<file path="src/rtl/fsm_lockstep_sequencer.sv">
// Lockstep replay sequencer: drives a stored pattern onto w of two FSM encodings and cross-checks their z outputs.
// Optional SEQ_LOOP_EN: restart from CLEAR after the last step forever instead of stopping in DONE.
module fsm_lockstep_sequencer #(
  parameter int unsigned PAT_W    = 16,
  parameter int unsigned STEP_DIV = 4
) (
  input  logic             clk,
  input  logic             reset,
  input  logic             start,
  input  logic             abort,
  input  logic [PAT_W-1:0] pattern,
  input  logic             z_a,
  input  logic             z_b,
  output logic             w_out,
  output logic             fsm_step,
  output logic             fsm_clr,
  output logic             busy,
  output logic             done,
  output logic             mismatch,
  output logic [7:0]       err_count,
  output logic [4:0]       first_err_idx
);

  localparam int unsigned IDX_W = 5;
  localparam int unsigned PH_W  = (STEP_DIV > 2) ? $clog2(STEP_DIV) : 1;
  localparam logic [PH_W-1:0]  PH_STEP  = PH_W'(STEP_DIV - 2);
  localparam logic [PH_W-1:0]  PH_ONE   = PH_W'(1);
  localparam logic [IDX_W-1:0] IDX_LAST = IDX_W'(PAT_W - 1);

  typedef enum logic [2:0] {IDLE, CLEAR, DRIVE, SAMPLE, DONE} stateT;

  stateT            state, stateNext;
  logic [PH_W-1:0]  phase, phaseNext;
  logic [IDX_W-1:0] idx, idxNext;
  logic [31:0]      patReg, patNext;
  logic [7:0]       errNext;
  logic             misNext;
  logic [4:0]       firstNext;
  logic             wNext, stepNext, clrNext, busyNext, doneNext;

  // State, counters, results and all outputs are registered together
  always_ff @(posedge clk or negedge reset) begin
    if (!reset) begin
      state         <= IDLE;
      phase         <= '0;
      idx           <= '0;
      patReg        <= '0;
      w_out         <= 1'b0;
      fsm_step      <= 1'b0;
      fsm_clr       <= 1'b0;
      busy          <= 1'b0;
      done          <= 1'b0;
      mismatch      <= 1'b0;
      err_count     <= '0;
      first_err_idx <= '0;
    end else begin
      state         <= stateNext;
      phase         <= phaseNext;
      idx           <= idxNext;
      patReg        <= patNext;
      w_out         <= wNext;
      fsm_step      <= stepNext;
      fsm_clr       <= clrNext;
      busy          <= busyNext;
      done          <= doneNext;
      mismatch      <= misNext;
      err_count     <= errNext;
      first_err_idx <= firstNext;
    end
  end

  // Next state, counters and results; outputs are decoded from the next state
  always_comb begin
    stateNext = state;
    phaseNext = phase;
    idxNext   = idx;
    patNext   = patReg;
    errNext   = err_count;
    misNext   = mismatch;
    firstNext = first_err_idx;

    case (state)
      IDLE, DONE: begin
        if (start) begin
          stateNext = CLEAR;
          phaseNext = '0;
          idxNext   = '0;
          patNext   = 32'(pattern);
          errNext   = '0;
          misNext   = 1'b0;
          firstNext = '0;
        end
      end
      CLEAR: begin
        if (abort) begin
          stateNext = IDLE;
          phaseNext = '0;
        end else if (phase == PH_ONE) begin
          stateNext = DRIVE;
          phaseNext = '0;
          idxNext   = '0;
        end else begin
          phaseNext = phase + PH_ONE;
        end
      end
      DRIVE: begin
        if (abort) begin
          stateNext = IDLE;
          phaseNext = '0;
        end else if (phase == PH_STEP) begin
          stateNext = SAMPLE;
          phaseNext = '0;
        end else begin
          phaseNext = phase + PH_ONE;
        end
      end
      SAMPLE: begin
        if (abort) begin
          stateNext = IDLE;
          phaseNext = '0;
        end else begin
          if (z_a != z_b) begin
            if (err_count != 8'hFF) errNext = err_count + 8'd1;
            misNext = 1'b1;
            if (!mismatch) firstNext = idx;
          end
          if (idx == IDX_LAST) begin
`ifdef SEQ_LOOP_EN
            stateNext = CLEAR;
            idxNext   = '0;
`else
            stateNext = DONE;
`endif
          end else begin
            stateNext = DRIVE;
            idxNext   = idx + IDX_W'(1);
          end
        end
      end
      default: begin
        stateNext = IDLE;
        phaseNext = '0;
      end
    endcase

    busyNext = (stateNext == CLEAR) || (stateNext == DRIVE) || (stateNext == SAMPLE);
    clrNext  = (stateNext == CLEAR);
    doneNext = (stateNext == DONE);
    stepNext = (stateNext == DRIVE) && (phaseNext == PH_STEP);
    wNext    = ((stateNext == DRIVE) || (stateNext == SAMPLE)) ? patNext[idxNext] : 1'b0;
  end

endmodule

</file>
<file path="config.mk">
export PLATFORM = sky130hd
export DESIGN_NAME = fsm_lockstep_sequencer
export DESIGN_NICKNAME = d
export VERILOG_FILES = /design/src/rtl/fsm_lockstep_sequencer.sv
export SDC_FILE = /design/constraint.sdc
export NUM_CORES = 1
export LEC_CHECK = 0
export BUFFER_PORTS_ARGS = -buffer_cell sky130_fd_sc_hd__buf_2
export CAP_MARGIN = 20
export CORE_ASPECT_RATIO = 0.75
export CORE_MARGIN = 2
export CORE_UTILIZATION = 50
export DETAILED_ROUTE_END_ITERATION = 8
export PLACE_DENSITY = 0.71
export SLEW_MARGIN = 10
export SYNTH_ARGS = -nofsm -noshare
export SYNTH_HDL_FRONTEND = slang
export SYNTH_SLANG_ARGS = --single-unit
</file>
<file path="constraint.sdc">
create_clock -name clk -period 3.03 [get_ports clk]
set_input_delay 0.1515 -clock clk [delete_from_list [all_inputs] [get_ports clk]]
set_output_delay 0.1515 -clock clk [all_outputs]
set_load 0.02 [all_outputs]
</file>
After elaboration in Yosys (flattened, before gate mapping)
Cells that the tools add are included.
W data, S select, Z words.

word-level totals
  register bits = 61
  bits of input ports = 22
  output and inout bits = 19
  word-level logic and storage cells = 85

cells by class
  add/subtract/negate cells = 3
  order comparisons = 1
  eq/ne operators = 19
  multiplexer cells = 40
  reduce and logical (&&, ||, !) cells = 10

operators by type and width
  kind                   number
  $mux W32               2
  $mux W5                9
  $mux W8                4
  $mux W3                7
  $pmux W8 S2            1
  $pmux W5 S3            1
  $eq A3 B2 Y1 const B   4
  $mux W2                6
  $pmux W3 S4            1
  $ne A2 B2 Y1 const B   5
  $pmux W5 S2            1
  $reduce_and A5 Y1      2
  $add A8 B1 Y8 const B  1
  $ne A8 B8 Y1 const B   1
  $pmux W2 S4            1
  $eq A3 B1 Y1 const B   2
  $eq A3 B3 Y1 const B   2
  $lt A5 B6 Y1 const B   1
  $add A5 B1 Y5 const B  1
  $bmux W1 S5            1
  $eq A5 B4 Y1 const B   1
  $mux W1                5
  $eq A2 B2 Y1 const B   2
  $reduce_and A4 Y1      1
  other kinds (9)        11

Logic depth before layout (Yosys ltp)
Gate-level depths: netlist (run 1).

  word-level depth = 7
  gate-level depth with buffers = 11

Worst setup path before layout (run 1)
OpenSTA, ideal clock, no wires.

  kind = register -> register
  start = reg idx[0]
  end = reg w_out
  library setup time = 0.126 ns
  data arrival time = 2.482 ns
  required time = 2.904 ns
  path slack = 0.422 ns
  stages on the path, launching flop included = 9
  cells stage by stage = dfrtp_1 -> ha_1 -> nand4b_1 -> mux2_2 -> a22oi_4 -> mux2_2 -> a2111o_1 -> o2111ai_1 -> o21ai_2

between the ends
  word-level cells in the longest chain between the ends = 7
  elaborated cells between the ends (all ways) = 17
  those cells by class = add/sub (1); eq/ne (3); mux (12); reduce/logical (1)

ends and longest elaborated chain
  element                                                                     line      source
  start: declaration                                                          34        logic [IDX_W-1:0] idx, idxNext;
  start signal: assignment                                                    59        idx <= idxNext;
  $add A5 B1 Y5 / $eq A5 B4 Y1 (equally long branches)                        136, 127
  $mux W5 / $mux W3 (equally long branches)                                   127       if (idx == IDX_LAST) begin
  $mux W5 / $mux W3 (equally long branches)                                   118       if (abort) begin
  $pmux W5 S3 / $pmux W3 S4 (equally long branches)                           82        case (state)
  $bmux W1 S5 / $eq A3 B2 Y1 (equally long branches)                          150       wNext = ((stateNext == DRIVE) || (stateNext == SAMPLE)) ? patNext[idxNext] : 1'b0;
  $mux W1 (implied by the code) / $logic_or A1 B1 Y1 (equally long branches)  150
  $mux W1 *                                                                   150
  named net wNext                                                             39        logic wNext, stepNext, clrNext, busyNext, doneNext;
  end signal: assignment                                                      61        w_out <= wNext;
  end: declaration                                                            14        output logic w_out,

The timed path passes the listed nets; every way through them passes the cells marked *. The select of a mux whose other input is x is not followed.
A chain may end at the register's enable or synchronous reset.

Final worst setup path (run 1)
Same ends and word-level chain as after synthesis.

==> flow_summary_export.csv, run 1 <==
group,metric,value,unit
status,status,"complete, no violations",
logic_synthesis,synthTopCellsByArea,"dfrtp_1 54%, mux2i_1 7.7%, mux2_2 6.7%",
global_route,grt_pass1_vias,1820,
layout,drive_gt1_frac,0.2722,
sta,slew_violations,0,
setup_path,crit_path_end_kind,"flop",
layout,fillCellCount,477,
detailed_routing,first_pass_iters,4,
sta,hold_viol_final,0,
logic_synthesis,yosys-top-cells-count,"61 x dfrtp_1, 38 x nand2_1, 22 x mux2i_1",
detailed_routing,avgRoutedWirePerCell,14.06,um
clock_tree,root_buffer,"clkbuf_8",
pwr,p_leak,0.001751,uW
logic_synthesis,synth_edf_count,0,
logic_synthesis,ys_ff_latch,61,
layout,stdcell_area,3342,sq um
logic_synthesis,synth_fp_nets,286,
layout,synthToLayoutAreaGrowth,17.25,%
setup_path,start_kind,"flop",
logic_synthesis,syn_area,2850,sq um
logic_synthesis,synth_seq_area_share,0.5356,
logic_synthesis,synth_cell_types,41,
pwr,power.total,2388,uW
global_route,overflow,0,
detailed_routing,viasPerCell,5.105,
clock_tree,cts_buffer_depth,2,
clock_tree,cts.sinks,61,
logic_synthesis,yosys_warnings,0,
die,chipHeight,69.39,um
clock_tree,cts_tree,"built",
die,core-area,5410,sq um
die,start_util,0.5268,
global_route,antenna_found_initial,0,
sta,fmax,0.3926,GHz
sta,finClkSkew,0.007121,ns
detailed_routing,ant_nets,0,
sta,min_period,2.547,ns
die,rows,23,
pwr,powerDensity,714.6,nW/um^2
clock_tree,cts_made_buffers,9,
die,dieArea,6327,sq um
setup_path,cp_data_required_time,3.25,ns
detailed_routing,wirelength,5498,um
global_route,grt_max_degree,62,
setup_path,cp_max_fo,8,
global_route,grt.total_usage,0.1889,
job,drv_cap,0,
place,placed_area,3132,sq um
sta,tightest_slew,0.7542,ns
pwr,ir_drop,487.5,uV
logic_synthesis,synth_top_cell_by_area,"dfrtp_1",
logic_synthesis,synth_flop_cell,"dfrtp_1",
die,io_pins,41,
sta,setup_viol,0,
detailed_routing,num_vias,1996,
logic_synthesis,async_flop_share,1.000,
clock_tree,clk_latency,0.34,ns
logic_synthesis,yosysMostFrequentCell,"dfrtp_1",
logic_synthesis,yosysTopAreaCellShare,0.5356,
layout,post-route-util,0.6177,
clock_tree,htree_levels,3,
sta,rsz0062_at_grt,"no",
sta,slew_headroom,0.4972,
die,die_x,91.18,um
logic_synthesis,synthCells,262,
setup_path,critical_path_class,"flop to flop",
place,gp_congestion,0.8368,
logic_synthesis,avgSynthCellArea,10.88,sq um
detailed_routing,drc,0,
clock_tree,clk_pin_slew,0.07,ns
place,hpwl,3847,um
sta,fin_crit_sh,0.8407,
detailed_routing,drt_iter0_markers,115,
global_route,grt_pass1_wl,9183,um
sta,setup_tns,0,ns
min_path,hp-class,"input pin to flop",
layout,layout.nets,335,
place,io_buffers,40,
setup_path,crit_arrival,2.77,ns
layout,n_antenna_cell,0,
==> cells by family after synthesis <==
kind of cell / share of synthesized area
adder cells (fa/ha/maj): 0.008778
XOR/XNOR: 0.01536
AO/OA/AOI/OAI: 0.08034
buffers and inverters: 0.04126
AND/OR/NAND/NOR: 0.1743
multiplexers: 0.1444
flip-flops: 0.5356
==> metrics by stage <==
step | std cells | worst slack, ns | hold slack (ns)
floorplan | 262 | 0.4217 | -0.1441
global placement | 374 | 0.5809 | 0.3572
detailed placement | 374 | 0.5215 | 0.3610
CTS | 391 | 0.4946 | 0.009017
global route | 391 | 0.3276 | 0.04752
finish | 391 | 0.4828 | 0.02693
==> worst max-delay path, stage by stage, from the launching register on <==
cell and delay, ns:
dfrtp_1 0.44, ha_1 0.27, nand4b_1 0.15, mux2_2 0.37
a22oi_4 0.17, buf_4 0.22, mux2_2 0.35, nor2_1 0.09
a21oi_1 0.05, o2111ai_1 0.24, o21ai_2 0.08
==> registers in the layout (all words and copies together) (netlist names) <==
signal / flops
w_out: 1
phase: 2
done: 1
patReg: 32
first_err_idx: 5
err_count: 8
busy: 1
state: 3
mismatch: 1
idx: 5
fsm_clr: 1
fsm_step: 1
==> routing by layer <==
metal / wire length, um / GRT usage / vias up
met2: 2260 / 0.2403 / 57
met5: 0 / 0 / -
met1: 2867 / 0.2906 / 921
met4: 61 / 0.07071 / 0
li1: - / - / 1011
met3: 308 / 0.06739 / 7
==> final timing paths <==
kind                                  startpoint               end  slack [ns]  cells past startpoint
worst max-delay path                      idx[0]             w_out        0.48                     10
worst min-delay path                  pattern[4]         patReg[4]        0.03                      3
worst max register to register            idx[0]             w_out        0.48                     10
worst min register to register  first_err_idx[0]  first_err_idx[0]        0.47                      2
max in group asynchronous                  reset      err_count[6]        2.04                      3
min in group asynchronous                  reset          phase[0]        0.49                      3
==> placed cells by master, fill, tap and decap left out, drive strengths merged, types with 2 or more instances in the layout <==
| cell | synthesis | final |
|---|---|---|
| mux2i | 22 | 22 |
| nor3 | 3 | 3 |
| buf | 6 | 49 |
| mux2 | 17 | 17 |
| a21oi | 6 | 6 |
| or2 | 2 | 2 |
| o21ai | 12 | 12 |
| and2 | 17 | 17 |
| a31oi | 2 | 2 |
| xor2 | 5 | 5 |
| and3 | 3 | 3 |
| clkinvlp | 0 | 3 |
| clkinv | 0 | 2 |
| or3 | 2 | 2 |
| nand2 | 38 | 38 |
| a32oi | 2 | 2 |
| inv | 10 | 10 |
| nand2b | 4 | 4 |
| nor2 | 15 | 15 |
| clkbuf | 6 | 10 |
| nand4 | 7 | 7 |
| o31ai | 2 | 2 |
| ha | 2 | 2 |
| dfrtp | 61 | 61 |
| nand3 | 5 | 5 |
==> power breakdown <==
group / total, uW / internal, uW / switching (uW) / leakage (uW)
clock: 721 / 398 / 323 / 0.0000943
sequential: 1020 / 958 / 66.3 / 0.000811
combinational: 643 / 280 / 363 / 0.000845
==> layout make-up <==
cell class	instances	area [sq um]	area share
Clock buffer	10	137.6	0.04118
Clock inverter	6	62.56	0.01872
Inverter	10	37.54	0.01123
Multi-Input combinational cell	179	1206	0.3609
Sequential cell	61	1526	0.4568
Tap cell	75	93.84	0.02808
Timing Repair Buffer	50	277.8	0.08311
==> timing repair <==
| item | 4_1_cts | 5_1_grt |
|---|---|---|
| hold buffers | 1 | 0 |
| resized for setup | 0 | 0 |
| setup buffers | 0 | 0 |
| setup endpoints to repair | 0 | 0 |
| hold endpoints to repair | 61 | 0 |
(Power assumes the default switching activity.)
==> run 2, diff against run 1 <==
PLACE_DENSITY = 0.74   (was 0.71)
clock period = 2.3 ns   (was 3.03 ns; I/O delays follow)
==> run 2 against run 1 <==
Hold slack worse by 0.017 ns. Clock power increased by 24%. Die area unchanged. Sequential share of layout area shrank 2.6 points. Register-to-register slack worse by 0.48 ns. Clock skew increased by 0.0010 ns. Total power grew 37%. Critical path depth down 1. Final cell count grew 4.9%. Combinational power increased by 62%. Core utilization grew 3.8 points. First-iteration DRC count shrank 35%.
==> flow_summary_export.csv, run 2 (synthesized netlist as in run 1, its figures left out) <==
group,metric,value,unit
status,status,"complete, no violations",
clock_tree,cts_tree,"built",
layout,post-route-util,0.6556,
die,io_pins,41,
layout,mostFrequentLayoutCells,"61 x dfrtp_1, 40 x buf_2, 37 x nand2_1",
clock_tree,cts_buffer_depth,2,
clock_tree,htree_levels,3,
clock_tree,clk_pin_slew,0.07,ns
setup_path,cp_cell_sequence,"or2_1 > a211o_1 > a22oi_4 > buf_6 > mux2i_1 > mux2i_1 > mux2i_1 > mux2_4 > o21ai_2",
detailed_routing,drt_iter0_markers,75,
layout,synthToLayoutAreaGrowth,24.45,%
pwr,powerDensity,921.4,nW/um^2
setup_path,crit_path_end_kind,"flop",
layout,largest_register_ffs,32,
detailed_routing,avgRoutedWirePerCell,14.50,um
layout,top_regs,"patReg x32, err_count x8",
global_route,grt_pass1_vias,2076,
layout,fillCellCount,451,
detailed_routing,num_vias,2112,
detailed_routing,wirelength,5943,um
layout,final_common_cell,"dfrtp_1",
layout,layout.nets,356,
layout,n_antenna_cell,0,
global_route,overflow,0,
setup_path,cp_data_required_time,2.53,ns
setup_path,crit_slowest_cell,"dfrtp_1",
die,core-area,5410,sq um
detailed_routing,first_pass_iters,4,
place,io_buffers,40,
clock_tree,cts_made_buffers,9,
detailed_routing,ant_nets,0,
sta,min_period,2.292,ns
die,start_util,0.5268,
sta,fmax,0.4362,GHz
job,drv_cap,0,
layout,drive_gt1_frac,0.3284,
sta,setup_viol,0,
sta,finClkSkew,0.008118,ns
die,die_x,91.18,um
global_route,grt.total_usage,0.2077,
pwr,p_leak,0.001869,uW
min_path,hp-class,"input pin to flop",
setup_path,cp_max_fo,6,
setup_path,crit_arrival,2.52,ns
detailed_routing,drc,0,
sta,slew_headroom,0.7178,
layout,regMostFlops,"patReg",
clock_tree,cts.sinks,61,
setup_path,start_kind,"flop",
sta,rsz0062_at_grt,"yes",
setup_path,rrSetupSlack,0.008,ns
global_route,antenna_found_initial,0,
place,gp_congestion,0.8564,
global_route,grt_max_degree,36,
sta,hold_slack,0.01027,ns
die,dieArea,6327,sq um
die,chipHeight,69.39,um
place,hpwl,4271,um
setup_path,crit_path_frequent_cell,"mux2i_1",
setup_path,critical_path_class,"flop to flop",
pwr,ir_drop,693.5,uV
pwr,power.total,3268,uW
clock_tree,root_buffer,"clkbuf_8",
clock_tree,clk_latency,0.34,ns
setup_path,max_stage_delay,0.41,ns
sta,fin_crit_sh,0.9967,
sta,tightest_slew,0.4233,ns
detailed_routing,viasPerCell,5.151,
sta,hold_viol_final,0,
die,rows,23,
sta,slew_violations,0,
global_route,grt_pass1_wl,10240,um
==> run 2: metrics by stage <==
| stage | setup slack, ns | instance area, sq um | setup TNS, ns | instances |
|---|---|---|---|---|
| final | 0.007634 | 3547 | 0 | 410 |
| after floorplan | -0.2026 | 2870 | -0.2026 | 262 |
| after global routing | -0.1254 | 3547 | -0.1254 | 410 |
| after CTS | 0.01112 | 3471 | 0 | 406 |
| after global placement | -0.02635 | 3279 | -0.02635 | 391 |
| after detailed placement | -0.008499 | 3279 | -0.008499 | 391 |
==> run 2: path summary, 6_finish.rpt <==
kind                                  start          endpoint  cells past startpoint
setup / recovery                   state[2]             w_out                      9
hold / removal                   pattern[8]         patReg[8]                      3
setup reg to reg                   state[2]             w_out                      9
hold reg to reg            first_err_idx[2]  first_err_idx[2]                      2
max in group asynchronous             reset         patReg[5]                      3
min in group asynchronous             reset          phase[0]                      2
==> run 2: report_power, final <==
group / internal (uW) / switching (uW) / leakage, uW / total (uW)
logic: 488 / 554 / 0.000966 / 1040
registers: 1260 / 65.3 / 0.000811 / 1330
clock network: 517 / 380 / 0.0000923 / 897
total: 2270 / 1000 / 0.00187 / 3270
==> run 2: area by class of cell <==
| class | count | area [sq um] | share of cell area |
|---|---|---|---|
| timing repair buffer | 71 | 450.4 | 0.1270 |
| sequential | 61 | 1526 | 0.4303 |
| clock inverter | 2 | 35.03 | 0.009877 |
| inverter | 10 | 37.54 | 0.01058 |
| clock buffer | 12 | 145.1 | 0.04092 |
| tap | 75 | 93.84 | 0.02646 |
| multi-input combinational | 179 | 1259 | 0.3549 |
==> run 2: routing by layer <==
layer	GRT usage	part of all wire
met4	0.08418	0.0066
met5	0	0
met2	0.2823	0.43
met1	0.3092	0.51
met3	0.06196	0.052
==> run 2: what timing repair did <==
| item | 4_1_cts | 5_1_grt |
|---|---|---|
| setup buffers | 0 | 4 |
| endpoints found under the hold margin | 61 | 0 |
| gates resized for setup | 1 | 10 |
| pin swaps | 0 | 5 |
| endpoints found under the setup margin | 1 | 2 |
| hold buffers | 1 | 0 |
==> run 2: critical path: cells and delay by family, from the launching register on <==
kind                   cells  cell delay, ns
AO/OA/AOI/OAI              3            0.67
multiplexers               4            0.66
buffers and inverters      1            0.19
flip-flops                 1            0.41
AND/OR/NAND/NOR            1            0.25
==> run 3, diff against run 2 <==
CTS_BUF_LIST = sky130_fd_sc_hd__clkbuf_2   (was default)
PLACE_DENSITY = 0.71   (was 0.74)
REMOVE_ABC_BUFFERS = 1   (was default)
clock period = 2.7 ns   (was 2.3 ns; I/O delays follow)
==> run 3 against run 2 <==
Final cell count up 1.7%. Cell area down 0.11%. Total power down 22%. Sequential share of layout area about the same. Hold slack better by 0.095 ns. Clock power down 29%. Setup slack better by 0.13 ns. Clock skew up 0.012 ns. Global-route usage down 1.2 points. Die area unchanged. Register-to-register slack better by 0.13 ns. Via count down 0.66%. Critical path type unchanged. Critical endpoint unchanged.
==> flow_summary_export.csv, run 3 (synthesized netlist as in run 1, its figures left out) <==
group,metric,value,unit
status,status,"complete, no violations",
detailed_routing,drt_iter0_markers,132,
layout,synthToLayoutAreaGrowth,24.32,%
min_path,hp-class,"input pin to flop",
pwr,ir_drop,601.8,uV
die,io_pins,41,
pwr,combPwrFrac,0.309,
min_path,min_to,"state[2]",
clock_tree,cts_buffer_depth,2,
layout,layout.nets,361,
sta,slew_violations,0,
layout,regMostFlops,"patReg",
place,io_buffers,40,
pwr,p_int,1735,uW
place,post-place-cells,378,
sta,rsz0062_at_grt,"no",
setup_path,crit_path_end_kind,"flop",
detailed_routing,first_pass_iters,4,
min_path,holdPathStages,4,
setup_path,rrSetupSlack,0.13,ns
layout,largest_register_ffs,32,
sta,fmax,0.3896,GHz
setup_path,cp_max_fo,6,
clock_tree,cts.sinks,61,
die,core-area,5410,sq um
pwr,switching_power,827.8,uW
detailed_routing,drc,0,
pwr,switching_share,0.3230,
global_route,grt_pass1_wl,9660,um
setup_path,r2r_cells,8,
clock_tree,root_buffer,"clkbuf_2",
clock_tree,cts_tree,"built",
detailed_routing,num_vias,2098,
detailed_routing,ant_nets,0,
setup_path,r2r_start,"idx[0]",
place,hpwl,3849,um
global_route,grt.total_usage,0.1961,
sta,fin_ws,0.1332,ns
setup_path,path_buf_inv,0,
clock_tree,clk_pin_slew,0.17,ns
die,dieArea,6327,sq um
layout,fin_cells,417,
setup_path,r2r_end,"w_out",
global_route,grt_pass1_vias,2006,
pwr,p_leak,0.001856,uW
sta,min_period,2.567,ns
layout,mostFrequentLayoutCells,"61 x dfrtp_1, 40 x buf_2, 37 x nand2_1",
pwr,p_seq_frac,0.443,
detailed_routing,avgRoutedWirePerCell,13.84,um
sta,tightest_slew,0.5300,ns
clock_tree,cts_made_buffers,9,
layout,final_common_cell,"dfrtp_1",
setup_path,cp_cell_sequence,"ha_1 > nand4b_1 > mux2_2 > a22oi_4 > mux2_2 > a2111o_1 > o2111ai_1 > o21ai_2",
die,rows,23,
setup_path,crit_path_frequent_cell,"mux2_2",
clock_tree,clk_latency,0.49,ns
setup_path,critPathTopFamily,"compound AO/OA/AOI/OAI gates",
sta,setup_tns,0,ns
place,post-place-ws,0.1003,ns
sta,hold_viol_final,0,
setup_path,crit_arrival,2.97,ns
job,drv_cap,0,
global_route,overflow,0,
detailed_routing,wirelength,5773,um
layout,top_regs,"patReg x32, err_count x8",
sta,slew_headroom,0.6429,
clock_tree,htree_levels,3,
pwr,clkPwrFrac,0.249,
layout,fillCellCount,441,
layout,drive_gt1_frac,0.2661,
setup_path,crit_slowest_cell,"dfrtp_1",
global_route,antenna_found_initial,0,
place,gp_congestion,0.7789,
pwr,powerDensity,723.3,nW/um^2
die,chipHeight,69.39,um
setup_path,start_kind,"flop",
die,start_util,0.5268,
global_route,grt_max_degree,47,
sta,setup_viol,0,
pwr,power.total,2563,uW
setup_path,cp_data_required_time,3.10,ns
layout,n_antenna_cell,0,
min_path,hold_start,"abort",
die,die_x,91.18,um
setup_path,max_stage_delay,0.47,ns
sta,fin_crit_sh,0.9507,
sta,finClkSkew,0.01989,ns
detailed_routing,viasPerCell,5.031,
setup_path,critical_path_class,"flop to flop",
## run 3: worst max-delay path by stage
stage	start	endpoint	cells after the start
6_report	idx[0]	w_out	8
5_1_grt	idx[0]	w_out	10
4_1_cts	idx[0]	w_out	10
3_5_place_dp	idx[0]	w_out	10
3_3_place_gp	idx[0]	w_out	10
2_1_floorplan	state[0]	w_out	7
## run 3: layout make-up
cell class / instances / area [sq um] / share of cell area
inverters: 10 / 37.54 / 0.01059
flip-flops and latches: 61 / 1526 / 0.4308
repair buffers: 76 / 541.8 / 0.1529
well taps: 75 / 93.84 / 0.02648
clock buffers: 9 / 45.04 / 0.01271
multi-input cells: 179 / 1209 / 0.3411
clock inverters: 7 / 90.09 / 0.02542
## run 3: power by group through the flow
| stage | combinational [uW] | clock [uW] | sequential (uW) |
|---|---|---|---|
| floorplan | 477 | 0 | 1180 |
| global placement | 739 | 0 | 1150 |
| detailed placement | 747 | 0 | 1150 |
| CTS | 782 | 659 | 1130 |
| global route | 865 | 701 | 1150 |
| finish | 791 | 637 | 1130 |
## run 3: per-layer routing
metal	routed length (um)	track usage	up-vias
met3	263	0.05217	8
met2	2630	0.2872	56
met4	57	0.08586	0
met1	2823	0.2755	970
li1	-	-	1064
met5	0	0	-
## run 3: worst min-delay path, cell delays in order
cell,delay (ns)
buf_2,0.11
or2_1,0.12
buf_4,0.14
o31ai_1,0.07
## run 3: what timing repair did
item,in CTS,in global routing
hold buffers,21,1
hold endpoints to repair,67,9
gates resized for setup,0,2
buffers inserted,0,0
setup endpoints to repair,0,1
## run 3: metrics by stage
| step | util | cell area (sq um) | hold slack, ns |
|---|---|---|---|
| 2_1_floorplan | - | 2770 | -0.1606 |
| 3_3_place_gp | 0.5844 | 3162 | 0.3641 |
| 3_5_place_dp | 0.5844 | 3162 | 0.3566 |
| 4_1_cts | 0.6482 | 3507 | 0.07011 |
| 5_1_grt | 0.6549 | 3543 | 0.09172 |
| 6_report | 0.6549 | 3543 | 0.1053 |
